===== config.mk =====
export PLATFORM = sky130hd
export DESIGN_NAME = avl_stream_pixel_packer
export DESIGN_NICKNAME = d
export VERILOG_FILES = /design/src/rtl/avl_pixel_packer_pkg.sv /design/src/rtl/pixel_packer_regs.sv /design/src/rtl/avl_stream_pixel_packer.sv
export SDC_FILE = /design/constraint.sdc
export NUM_CORES = 1
export LEC_CHECK = 0
export BUFFER_PORTS_ARGS = -buffer_cell sky130_fd_sc_hd__buf_4
export CORE_ASPECT_RATIO = 1.5
export CORE_MARGIN = 2
export CORE_UTILIZATION = 57
export DETAILED_ROUTE_END_ITERATION = 7
export PLACE_DENSITY = 0.8
export SLEW_MARGIN = 15
export SYNTH_ARGS = -nofsm -noshare
export SYNTH_HDL_FRONTEND = slang
export SYNTH_SLANG_ARGS = --single-unit

===== constraint.sdc =====
create_clock -name clk -period 5.05 [get_ports clk]
set_input_delay 0.7575 -clock clk [delete_from_list [all_inputs] [get_ports clk]]
set_output_delay 0.7575 -clock clk [all_outputs]
set_load 0.05 [all_outputs]

===== src/rtl/avl_pixel_packer_pkg.sv =====
`default_nettype none
// ============================================================================
// Package  : avl_pixel_packer_pkg
// Brief    : Register map, CTRL bit positions and STATUS word layout shared by
//            the pixel packer and its register slave.
// Revision : 1.0 - initial release
// ============================================================================
package avl_pixel_packer_pkg;

    localparam int REG_CTRL   = 0;
    localparam int REG_LEN    = 1;
    localparam int REG_STATUS = 2;
    localparam int REG_STALL  = 3;

    localparam int CTRL_ENABLE_BIT     = 0;
    localparam int CTRL_SOFT_CLEAR_BIT = 1;

    typedef struct packed {
        logic [15:0] frames_done;
        logic [13:0] reserved;
        logic        in_frame;
        logic        src_valid;
    } status_word_t;

endpackage
`default_nettype wire


===== src/rtl/pixel_packer_regs.sv =====
`default_nettype none
// ============================================================================
// Module   : pixel_packer_regs
// Brief    : Avalon-MM control slave: CTRL / FRAME_LEN storage, soft_clear
//            strobe and fixed one-cycle read data.
// Revision : 1.0 - initial release
// ============================================================================
module pixel_packer_regs
    import avl_pixel_packer_pkg::*;
#(
    parameter int LEN_W       = 20,
    parameter int DEFAULT_LEN = 307200,
    parameter int ADDR_W      = 2
) (
    input  logic              clk,
    input  logic              reset,
    input  logic [ADDR_W-1:0] i_address,
    input  logic              i_write,
    input  logic [31:0]       i_writedata,
    input  logic              i_read,
    output logic [31:0]       o_readdata,
    output logic              o_readdatavalid,
    input  status_word_t      i_status,
    input  logic [31:0]       i_stall_cnt,
    output logic              o_enable,
    output logic              o_soft_clear,
    output logic [LEN_W-1:0]  o_frame_len
);

    logic             r_enable;
    logic [LEN_W-1:0] r_frame_len;
    logic [31:0]      r_readdata;
    logic             r_readdatavalid;
    logic             w_wr_ctrl;
    logic             w_wr_len;
    logic [LEN_W-1:0] w_len_wdata;
    logic [31:0]      w_rdata;
    logic             w_unused_wdata;

    assign w_wr_ctrl   = i_write && (i_address == ADDR_W'(REG_CTRL));
    assign w_wr_len    = i_write && (i_address == ADDR_W'(REG_LEN));
    assign w_len_wdata = i_writedata[LEN_W-1:0];

    // soft_clear is a strobe on the write cycle itself; it never stores
    assign o_soft_clear = w_wr_ctrl && i_writedata[CTRL_SOFT_CLEAR_BIT];

    always_ff @(posedge clk) begin
        if (reset) begin
            r_enable        <= 1'b0;
            r_frame_len     <= LEN_W'(DEFAULT_LEN);
            r_readdata      <= '0;
            r_readdatavalid <= 1'b0;
        end else begin
            if (w_wr_ctrl) begin
                r_enable <= i_writedata[CTRL_ENABLE_BIT];
            end
            if (w_wr_len) begin
                r_frame_len <= (w_len_wdata == '0) ? LEN_W'(1) : w_len_wdata;
            end
            r_readdatavalid <= i_read;
            if (i_read) begin
                r_readdata <= w_rdata;
            end
        end
    end

    always_comb begin
        w_rdata = '0;
        case (i_address)
            ADDR_W'(REG_CTRL):   w_rdata[CTRL_ENABLE_BIT] = r_enable;
            ADDR_W'(REG_LEN):    w_rdata = 32'(r_frame_len);
            ADDR_W'(REG_STATUS): w_rdata = i_status;
            ADDR_W'(REG_STALL):  w_rdata = i_stall_cnt;
            default:             w_rdata = '0;
        endcase
    end

    assign w_unused_wdata = ^i_writedata[31:LEN_W];

    assign o_readdata      = r_readdata;
    assign o_readdatavalid = r_readdatavalid;
    assign o_enable        = r_enable;
    assign o_frame_len     = r_frame_len;

endmodule
`default_nettype wire


===== src/rtl/avl_stream_pixel_packer.sv =====
`default_nettype none
// ============================================================================
// Module   : avl_stream_pixel_packer
// Brief    : Packs CHANNELS byte-serial samples into one framed pixel beat.
//            Optional macro PACKER_STALL_STATS_EN builds the STALL_CNT counter.
// Revision : 1.0 - initial release
// ============================================================================
module avl_stream_pixel_packer
    import avl_pixel_packer_pkg::*;
#(
    parameter int DATA_W      = 8,
    parameter int CHANNELS    = 3,
    parameter int LEN_W       = 20,
    parameter int DEFAULT_LEN = 307200,
    parameter int ADDR_W      = 2
) (
    input  logic                       clk,
    input  logic                       reset,
    input  logic [ADDR_W-1:0]          s_ctrl_address,
    input  logic                       s_ctrl_write,
    input  logic [31:0]                s_ctrl_writedata,
    input  logic                       s_ctrl_read,
    output logic [31:0]                s_ctrl_readdata,
    output logic                       s_ctrl_readdatavalid,
    input  logic [DATA_W-1:0]          snk_data,
    input  logic                       snk_valid,
    output logic                       snk_ready,
    output logic [CHANNELS*DATA_W-1:0] src_data,
    output logic                       src_valid,
    input  logic                       src_ready,
    output logic                       src_sop,
    output logic                       src_eop,
    output logic                       frame_done_irq
);

    localparam int c_ch_w = (CHANNELS > 1) ? $clog2(CHANNELS) : 1;
    localparam logic [c_ch_w-1:0] c_last_ch = c_ch_w'(CHANNELS - 1);

    logic                              w_enable;
    logic                              w_soft_clear;
    logic [LEN_W-1:0]                  w_frame_len;
    logic [31:0]                       w_stall_cnt;
    status_word_t                      w_status;

    logic [c_ch_w-1:0]                 r_ch_cnt;
    logic [CHANNELS-1:0][DATA_W-1:0]   r_acc;
    logic [CHANNELS-1:0][DATA_W-1:0]   w_pixel;
    logic [CHANNELS*DATA_W-1:0]        r_src_data;
    logic                              r_src_valid;
    logic                              r_sop;
    logic                              r_eop;
    logic [LEN_W-1:0]                  r_pix_cnt;
    logic [LEN_W-1:0]                  r_len_shadow;
    logic [15:0]                       r_frames_done;

    logic                              w_last;
    logic                              w_snk_ready;
    logic                              w_accept;
    logic                              w_load;
    logic                              w_frame_end;
    logic                              w_frame_start;
    logic [LEN_W-1:0]                  w_len_eff;
    logic                              w_pix_last;

    pixel_packer_regs #(
        .LEN_W       (LEN_W),
        .DEFAULT_LEN (DEFAULT_LEN),
        .ADDR_W      (ADDR_W)
    ) u_regs (
        .clk             (clk),
        .reset           (reset),
        .i_address       (s_ctrl_address),
        .i_write         (s_ctrl_write),
        .i_writedata     (s_ctrl_writedata),
        .i_read          (s_ctrl_read),
        .o_readdata      (s_ctrl_readdata),
        .o_readdatavalid (s_ctrl_readdatavalid),
        .i_status        (w_status),
        .i_stall_cnt     (w_stall_cnt),
        .o_enable        (w_enable),
        .o_soft_clear    (w_soft_clear),
        .o_frame_len     (w_frame_len)
    );

    // Only the final sample of a pixel waits on a blocked output register
    assign w_last      = (r_ch_cnt == c_last_ch);
    assign w_snk_ready = w_enable && !w_soft_clear && !(w_last && r_src_valid && !src_ready);
    assign w_accept    = snk_valid && w_snk_ready;
    assign w_load      = w_accept && w_last;
    assign w_frame_end = r_src_valid && src_ready && r_eop;

    // A new frame uses the live FRAME_LEN; later pixels use the latched copy
    assign w_frame_start = (r_pix_cnt == '0);
    assign w_len_eff     = w_frame_start ? w_frame_len : r_len_shadow;
    assign w_pix_last    = (r_pix_cnt == (w_len_eff - LEN_W'(1)));

    generate
        for (genvar i = 0; i < CHANNELS; i++) begin : g_pixel
            assign w_pixel[i] = (r_ch_cnt == c_ch_w'(i)) ? snk_data : r_acc[i];
        end
    endgenerate

    always_ff @(posedge clk) begin
        if (reset || w_soft_clear) begin
            r_acc <= '0;
        end else if (w_accept) begin
            for (int i = 0; i < CHANNELS; i++) begin
                if (r_ch_cnt == c_ch_w'(i)) begin
                    r_acc[i] <= snk_data;
                end
            end
        end
    end

    always_ff @(posedge clk) begin
        if (reset) begin
            r_ch_cnt      <= '0;
            r_src_data    <= '0;
            r_src_valid   <= 1'b0;
            r_sop         <= 1'b0;
            r_eop         <= 1'b0;
            r_pix_cnt     <= '0;
            r_len_shadow  <= LEN_W'(DEFAULT_LEN);
            r_frames_done <= '0;
        end else if (w_soft_clear) begin
            r_ch_cnt      <= '0;
            r_src_data    <= '0;
            r_src_valid   <= 1'b0;
            r_sop         <= 1'b0;
            r_eop         <= 1'b0;
            r_pix_cnt     <= '0;
            r_frames_done <= '0;
        end else begin
            if (w_accept) begin
                r_ch_cnt <= w_last ? '0 : r_ch_cnt + 1'b1;
            end
            if (w_load) begin
                r_src_data <= w_pixel;
                r_sop      <= w_frame_start;
                r_eop      <= w_pix_last;
                r_pix_cnt  <= w_pix_last ? '0 : r_pix_cnt + 1'b1;
                if (w_frame_start) begin
                    r_len_shadow <= w_frame_len;
                end
            end
            if (w_load) begin
                r_src_valid <= 1'b1;
            end else if (src_ready) begin
                r_src_valid <= 1'b0;
            end
            if (w_frame_end) begin
                r_frames_done <= r_frames_done + 1'b1;
            end
        end
    end

`ifdef PACKER_STALL_STATS_EN
    logic [31:0] r_stall_cnt;

    always_ff @(posedge clk) begin
        if (reset || w_soft_clear) begin
            r_stall_cnt <= '0;
        end else if (r_src_valid && !src_ready && (r_stall_cnt != '1)) begin
            r_stall_cnt <= r_stall_cnt + 1'b1;
        end
    end

    assign w_stall_cnt = r_stall_cnt;
`else
    assign w_stall_cnt = '0;
`endif

    always_comb begin
        w_status             = '0;
        w_status.frames_done = r_frames_done;
        w_status.in_frame    = (r_pix_cnt != '0) || (r_ch_cnt != '0);
        w_status.src_valid   = r_src_valid;
    end

    assign snk_ready      = w_snk_ready;
    assign src_data       = r_src_data;
    assign src_valid      = r_src_valid;
    assign src_sop        = r_sop;
    assign src_eop        = r_eop;
    assign frame_done_irq = w_frame_end;

endmodule
`default_nettype wire


; ---- Word level (Yosys, flattened, before mapping)
; Cells that the tools add are included.
[totals]
reg_bits = 163
in_bits = 48
out_inout_bits = 62
wordCells = 62
[classes]
addsub = 4
eq_ne = 6
muxes = 11
n_bitwise = 1
reduce_logical = 25
[ops]
columns = cell, count
row1 = case mux 31 bit (2 select lines), 1
row2 = 2-to-1 mux 20 bit, 3
row3 = zero test 20 bit, 2
row4 = 2-to-1 mux 8 bit, 3
row5 = "adder 20 x 1 -> 20 bit, second input constant", 1
row6 = equality test 20 bit, 1
row7 = nonzero test 20 bit, 1
row8 = "subtractor 20 x 1 -> 20 bit, second input constant", 1
row9 = "adder 16 x 1 -> 16 bit, second input constant", 1
row10 = logical AND 1 bit, 11
row11 = "equality test 2 bit, second input constant", 3
row12 = "equality test 2 x 1 -> 1 bit, second input constant", 2
row13 = zero test 2 bit, 2
row14 = case mux 1 bit (4 select lines), 1
row15 = nonzero test 2 bit, 2
row16 = zero test 1 bit, 3
row17 = "adder 2 x 1 -> 2 bit, second input constant", 1
row18 = logical OR 1 bit, 2
row19 = 2-to-1 mux 1 bit, 2
row20 = 2-to-1 mux 2 bit, 1
row21 = AND reduction 2 bit, 1
row22 = OR reduction 2 bit, 1
row23 = inverter 1 bit, 1

; ---- Logic depth before layout (Yosys ltp)
[logic_depth]
ltp_word = 9
ltp_mapped = 20
mapped_depth_nobuf = 17

; ---- By module
; A second synthesis with hierarchy kept.
[unflattened]
cells_unflattened = 1004
area_unflattened_um2 = 8167.8
[by_module_without_submodules]
columns = mod, instances, cells_per_inst, area_per_inst_um2, seq_area_each_um2
row1 = avl_stream_pixel_packer, 1, 703, 5586.6, 2021.9
row2 = pixel_packer_regs, 1, 301, 2581.2, 1081.0

; ---- Worst setup path before layout
; OpenSTA, ideal clock, no wires.
[synth_timing]
path_kind = register -> register
from = reg r_pix_cnt[0]
to = reg r_pix_cnt[10]
setup_time_ns = 0.138
arrival_time_ns = 4.083
required_ns = 4.912
setup_slack_ns = 0.829
stages_incl_launch_ff = 20
path_buffers = 3
period_less_slack_ns = 4.221
cell_sequence = dfxtp_1 > inv_1 > ha_1 > nor4b_1 > and3_1 > nand2_1 > buf_6 > mux2_2 > inv_1 > ha_1 > clkbuf_1 > nand4_1 > or3_1 > nand3_1 > o21ai_1 > or4_4 > nor4_4 > nor3b_4 > buf_8 > nor3_2
[synth_between]
elab_chain_cells = 5
elab_cells_between_ends = 6
cone_classes = add/sub (2) / eq/ne (1) / mux (2) / reduce/logical (1)
[synth_rtl]
columns = element, line
row1 = from (decl), avl_stream_pixel_packer.sv:52  ; logic [LEN_W-1:0] r_pix_cnt;
row2 = from (signal assigned), avl_stream_pixel_packer.sv:141  ; r_pix_cnt <= w_pix_last ? '0 : r_pix_cnt + 1'b1;
row3 = zero test 20 bit, avl_stream_pixel_packer.sv:93  ; assign w_frame_start = (r_pix_cnt == '0);
row4 = 2-to-1 mux 20 bit, n/a
row5 = subtractor 20 x 1 -> 20 bit, avl_stream_pixel_packer.sv:95  ; assign w_pix_last = (r_pix_cnt == (w_len_eff - LEN_W'(1)));
row6 = equality test 20 bit, avl_stream_pixel_packer.sv:95
row7 = 2-to-1 mux 20 bit *, avl_stream_pixel_packer.sv:141
; Every way passes the cells marked *; elsewhere a longest branch is shown, timed or not.
; A chain may end at the register's enable or synchronous reset.

; ---- Worst setup path in the final report
[layout_timing]
from = reg r_pix_cnt[17]
to = reg r_pix_cnt[15]
[layout_between]
elab_chain_cells = 5
[layout_rtl]
columns = element, line
row1 = zero test 20 bit, avl_stream_pixel_packer.sv:93
row2 = 2-to-1 mux 20 bit, n/a
row3 = subtractor 20 x 1 -> 20 bit, avl_stream_pixel_packer.sv:95
row4 = equality test 20 bit *, avl_stream_pixel_packer.sv:95
row5 = 2-to-1 mux 20 bit *, avl_stream_pixel_packer.sv:141
; Marks and branches as above.

==> metrics <==
Slew Limit Fails 0; biggest area consumer among synthesized cells sky130_fd_sc_hd__dfxtp_1; max-cap viol count 0; CTS clock-pin slew for the worst setup and hold paths 0.07 ns; Worst-Skew Late Latency 0.42 ns; Residual DRC 0; crit-path most repeated cell sky130_fd_sc_hd__buf_4; CP Buf/Inv Count 2; synthesized cell area 0.00733 sq mm; final std cells w/o fill 1146; Setup crit end kind flop; clock sinks 155; Clock Tree Root sky130_fd_sc_hd__clkbuf_16; type of element launching the critical path flop; total area of multi-input combinational cells 0.00396 sq mm; Warnings, synthesis 0; count of endpoints failing setup in the final report 0; post-CTS setup buffer count 0; Netlist cell types 59; sequential cell area in the final layout 0.00310 sq mm; leakage power 3.33 nW; path type of the worst min-delay path flop to flop; router iterations before antenna repair 5; upper clock frequency limit 227 MHz; peak per-stage delay on the critical path 0.53 ns; share of total power consumed by net switching 25.7%; Sequential Power Share 47.2%; Slowest cell on crit path sky130_fd_sc_hd__or4_4; share of power burned in the clock network 46.5%; initial antenna violation count 0; Antenna Violating Nets Remaining 0; detailed placement HPWL 13000 microns; Core Rows 50; largest net degree at the start of global routing 77; post-CTS sizing 0; floorplan die height 143 microns; combinational family with the most area after synthesis simple AND/OR/NAND/NOR gates; final cycle utilization of the critical path 87.3%; Clock H-tree levels 4; cells along the critical path nor4_1 -> and2_1 -> nand2_1 -> buf_4 -> mux2i_1 -> ha_1 -> nand4_1 -> or3_1 -> nand3_1 -> o21ai_1 -> or4_4 -> nor4_4 -> nor3b_4 -> buf_4 -> nor3_1; power density over cell area 304 mW/mm^2; area of the placeable core 0.0125 sq mm; count of state elements after synthesis 155; final RePlAce weighted congestion 0.959; overflow left after global routing 0; TritonCTS Buffers 17; number of nets at the end of the flow 1033; Hold Buf Count CTS 0; Post-Synth XOR/XNOR Area 6.33%; outcome finished clean; Antenna Diode Count 0; post-route setup TNS 0 ns; critical setup path kind flop to flop; Routed Wire Length 19100 microns; Avg Inst Size Synth 8.09 sq um; area share of the leading cell type in the synthesized netlist 42.3%; starting DRC count in detailed routing 401; routed via count 6638; normalized max-slew margin 39.3%; Synth Area in Simple Gates 29.0%; aggregate global-route resource usage 29.1%; number of instances in the synthesized netlist 906; overall die area 0.0138 sq mm; count of flip-flops with a built-in enable after synthesis 0; multiplexer area fraction after synthesis 4.44%; RSZ-0062 raised after global routing false; Fillers 1064; worst IR drop on VDD 0.196 mV; final hold violation count 0; Clock Skews 0.0170 ns; logic gate share of total power 6.3%; data required time at the worst endpoint 5.32 ns; top cells by area, synth sky130_fd_sc_hd__dfxtp_1, sky130_fd_sc_hd__nand2_1, sky130_fd_sc_hd__a21oi_1; via-per-instance ratio 5.79; starting density of the core 58.6%; dpl cells 1114; Main synth FF type sky130_fd_sc_hd__dfxtp_1; cell type group with the largest total delay on the critical path simple AND/OR/NAND/NOR gates; synth-to-layout area growth 18.4%; arrival time of data at the critical path endpoint 4.69 ns; routed wire length per instance 16.7 microns; Chip Width 96.6 microns; net count of the mapped netlist 962; Tightest Pin Transition 0.906 ns; clock period minus worst slack 4.41 ns; smallest hold slack 0.451 ns; sequential share of the synthesized area 42.3%; wire length of the first global-routing pass 31100 microns; TritonCTS clock tree yes; Post-Synth Adder-Cell Area 1.37%; Critical Path Fanout Max 19; internal power component 1.96 mW; Compound-Gate Fraction of Synth Area 12.7%; fraction of final layout cells sized beyond drive strength 1 16.7%; count of input and output buffers 97; Async SR Flop Fraction 0%; maximum root-to-sink buffer count 2; Net Sw Power 680 uW; IO Pins 110; via count of the first global-routing pass 6465
## worst paths after layout
| path | start | slack, ns | cells after the start | to |
|---|---|---|---|---|
| worst max-delay path | r_pix_cnt[17]$_SDFFE_PP0P_ | 0.64 | 15 | r_pix_cnt[15]$_SDFFE_PP0P_ |
| worst max register to register | r_pix_cnt[17]$_SDFFE_PP0P_ | 0.64 | 15 | r_pix_cnt[15]$_SDFFE_PP0P_ |
| worst min register to register | r_acc[11]$_SDFFE_PP0P_ | 0.45 | 2 | src_data[11]$_SDFFE_PP0P_ |
| worst min-delay path | r_acc[11]$_SDFFE_PP0P_ | 0.45 | 2 | src_data[11]$_SDFFE_PP0P_ |
## cell usage in the layout, fill, tap and decap left out, types with 14 or more instances in the layout
master	n
sky130_fd_sc_hd__nand2_1	158
sky130_fd_sc_hd__dfxtp_1	155
sky130_fd_sc_hd__buf_4	108
sky130_fd_sc_hd__a21oi_1	104
sky130_fd_sc_hd__nor2_1	77
sky130_fd_sc_hd__nand3_1	38
sky130_fd_sc_hd__nor3_1	29
sky130_fd_sc_hd__mux2i_1	28
sky130_fd_sc_hd__xnor2_1	28
sky130_fd_sc_hd__xor2_1	25
sky130_fd_sc_hd__nor2b_1	23
sky130_fd_sc_hd__o21ai_0	20
sky130_fd_sc_hd__clkbuf_16	17
sky130_fd_sc_hd__nand2b_1	15
sky130_fd_sc_hd__nor4_1	14
## per-stage QoR
stage                     area [sq um]  power (mW)  setup WS (ns)  utilization, %
after global routing              8680        2.74          0.237            69.4
final                             8680        2.64          0.639            69.4
after floorplan                   7330        1.38          0.829               -
after global placement            8110        1.44          0.753            64.8
after CTS                         8680        2.66          0.663            69.4
after detailed placement          8110        1.44          0.692            64.8
## layer usage
layer	global-route usage (%)	part of all wire [%]	up-vias
li1	-	-	3263
met1	32.1	39	3118
met2	50.6	52	188
met3	5.96	4.4	69
met4	16.6	4.9	0
met5	0	0	-
## synth_stat cells, types with 16 or more instances
cell,count
sky130_fd_sc_hd__xor2_1,25
sky130_fd_sc_hd__o21ai_0,20
sky130_fd_sc_hd__xnor2_1,28
sky130_fd_sc_hd__nor3_1,29
sky130_fd_sc_hd__clkbuf_1,48
sky130_fd_sc_hd__nand3_1,38
sky130_fd_sc_hd__nand2_1,158
sky130_fd_sc_hd__nand2b_1,16
sky130_fd_sc_hd__a21oi_1,104
sky130_fd_sc_hd__nor2_1,78
sky130_fd_sc_hd__mux2i_1,28
sky130_fd_sc_hd__nor2b_1,23
sky130_fd_sc_hd__dfxtp_1,155
## kinds of logic (layout without fill, tap and decap cells)
| family | after synthesis | count (layout) |
|---|---|---|
| flops | 155 | 155 |
| xor+xnor | 53 | 53 |
| compound gates | 162 | 162 |
| simple gates | 428 | 428 |
| fa+ha+maj | 8 | 8 |
| buf+inv | 68 | 152 |
| mux | 32 | 32 |
## registers in the layout (all words and copies together) (netlist names), 2 cells and up
signal / count
u_regs.o_readdata: 32
src_data: 24
r_len_shadow: 20
r_pix_cnt: 20
u_regs.o_frame_len: 20
r_acc: 16
r_frames_done: 16
r_ch_cnt: 2
## power groups by stage
stage	sequential (mW)	clock, mW	combinational (mW)
after floorplan	1.27	0	0.104
after global placement	1.27	0	0.164
after detailed placement	1.27	0	0.164
after CTS	1.24	1.25	0.166
after global routing	1.25	1.31	0.184
final	1.25	1.23	0.168
## worst min-delay path, stage by stage (launching register included)
cell	delay, ns
sky130_fd_sc_hd__dfxtp_1	0.31
sky130_fd_sc_hd__nand2_1	0.05
sky130_fd_sc_hd__a21oi_1	0.05
## cell type report
class                           count  share of cell area (%)
Multi-Input combinational cell    683                    45.6
Clock buffer                       19                    5.10
Inverter                           12                   0.519
Tap cell                          156                    2.25
Sequential cell                   155                    35.8
Clock inverter                     13                    1.44
Timing Repair Buffer              108                    9.34
Note: power is estimated with default switching activity, not from simulation.
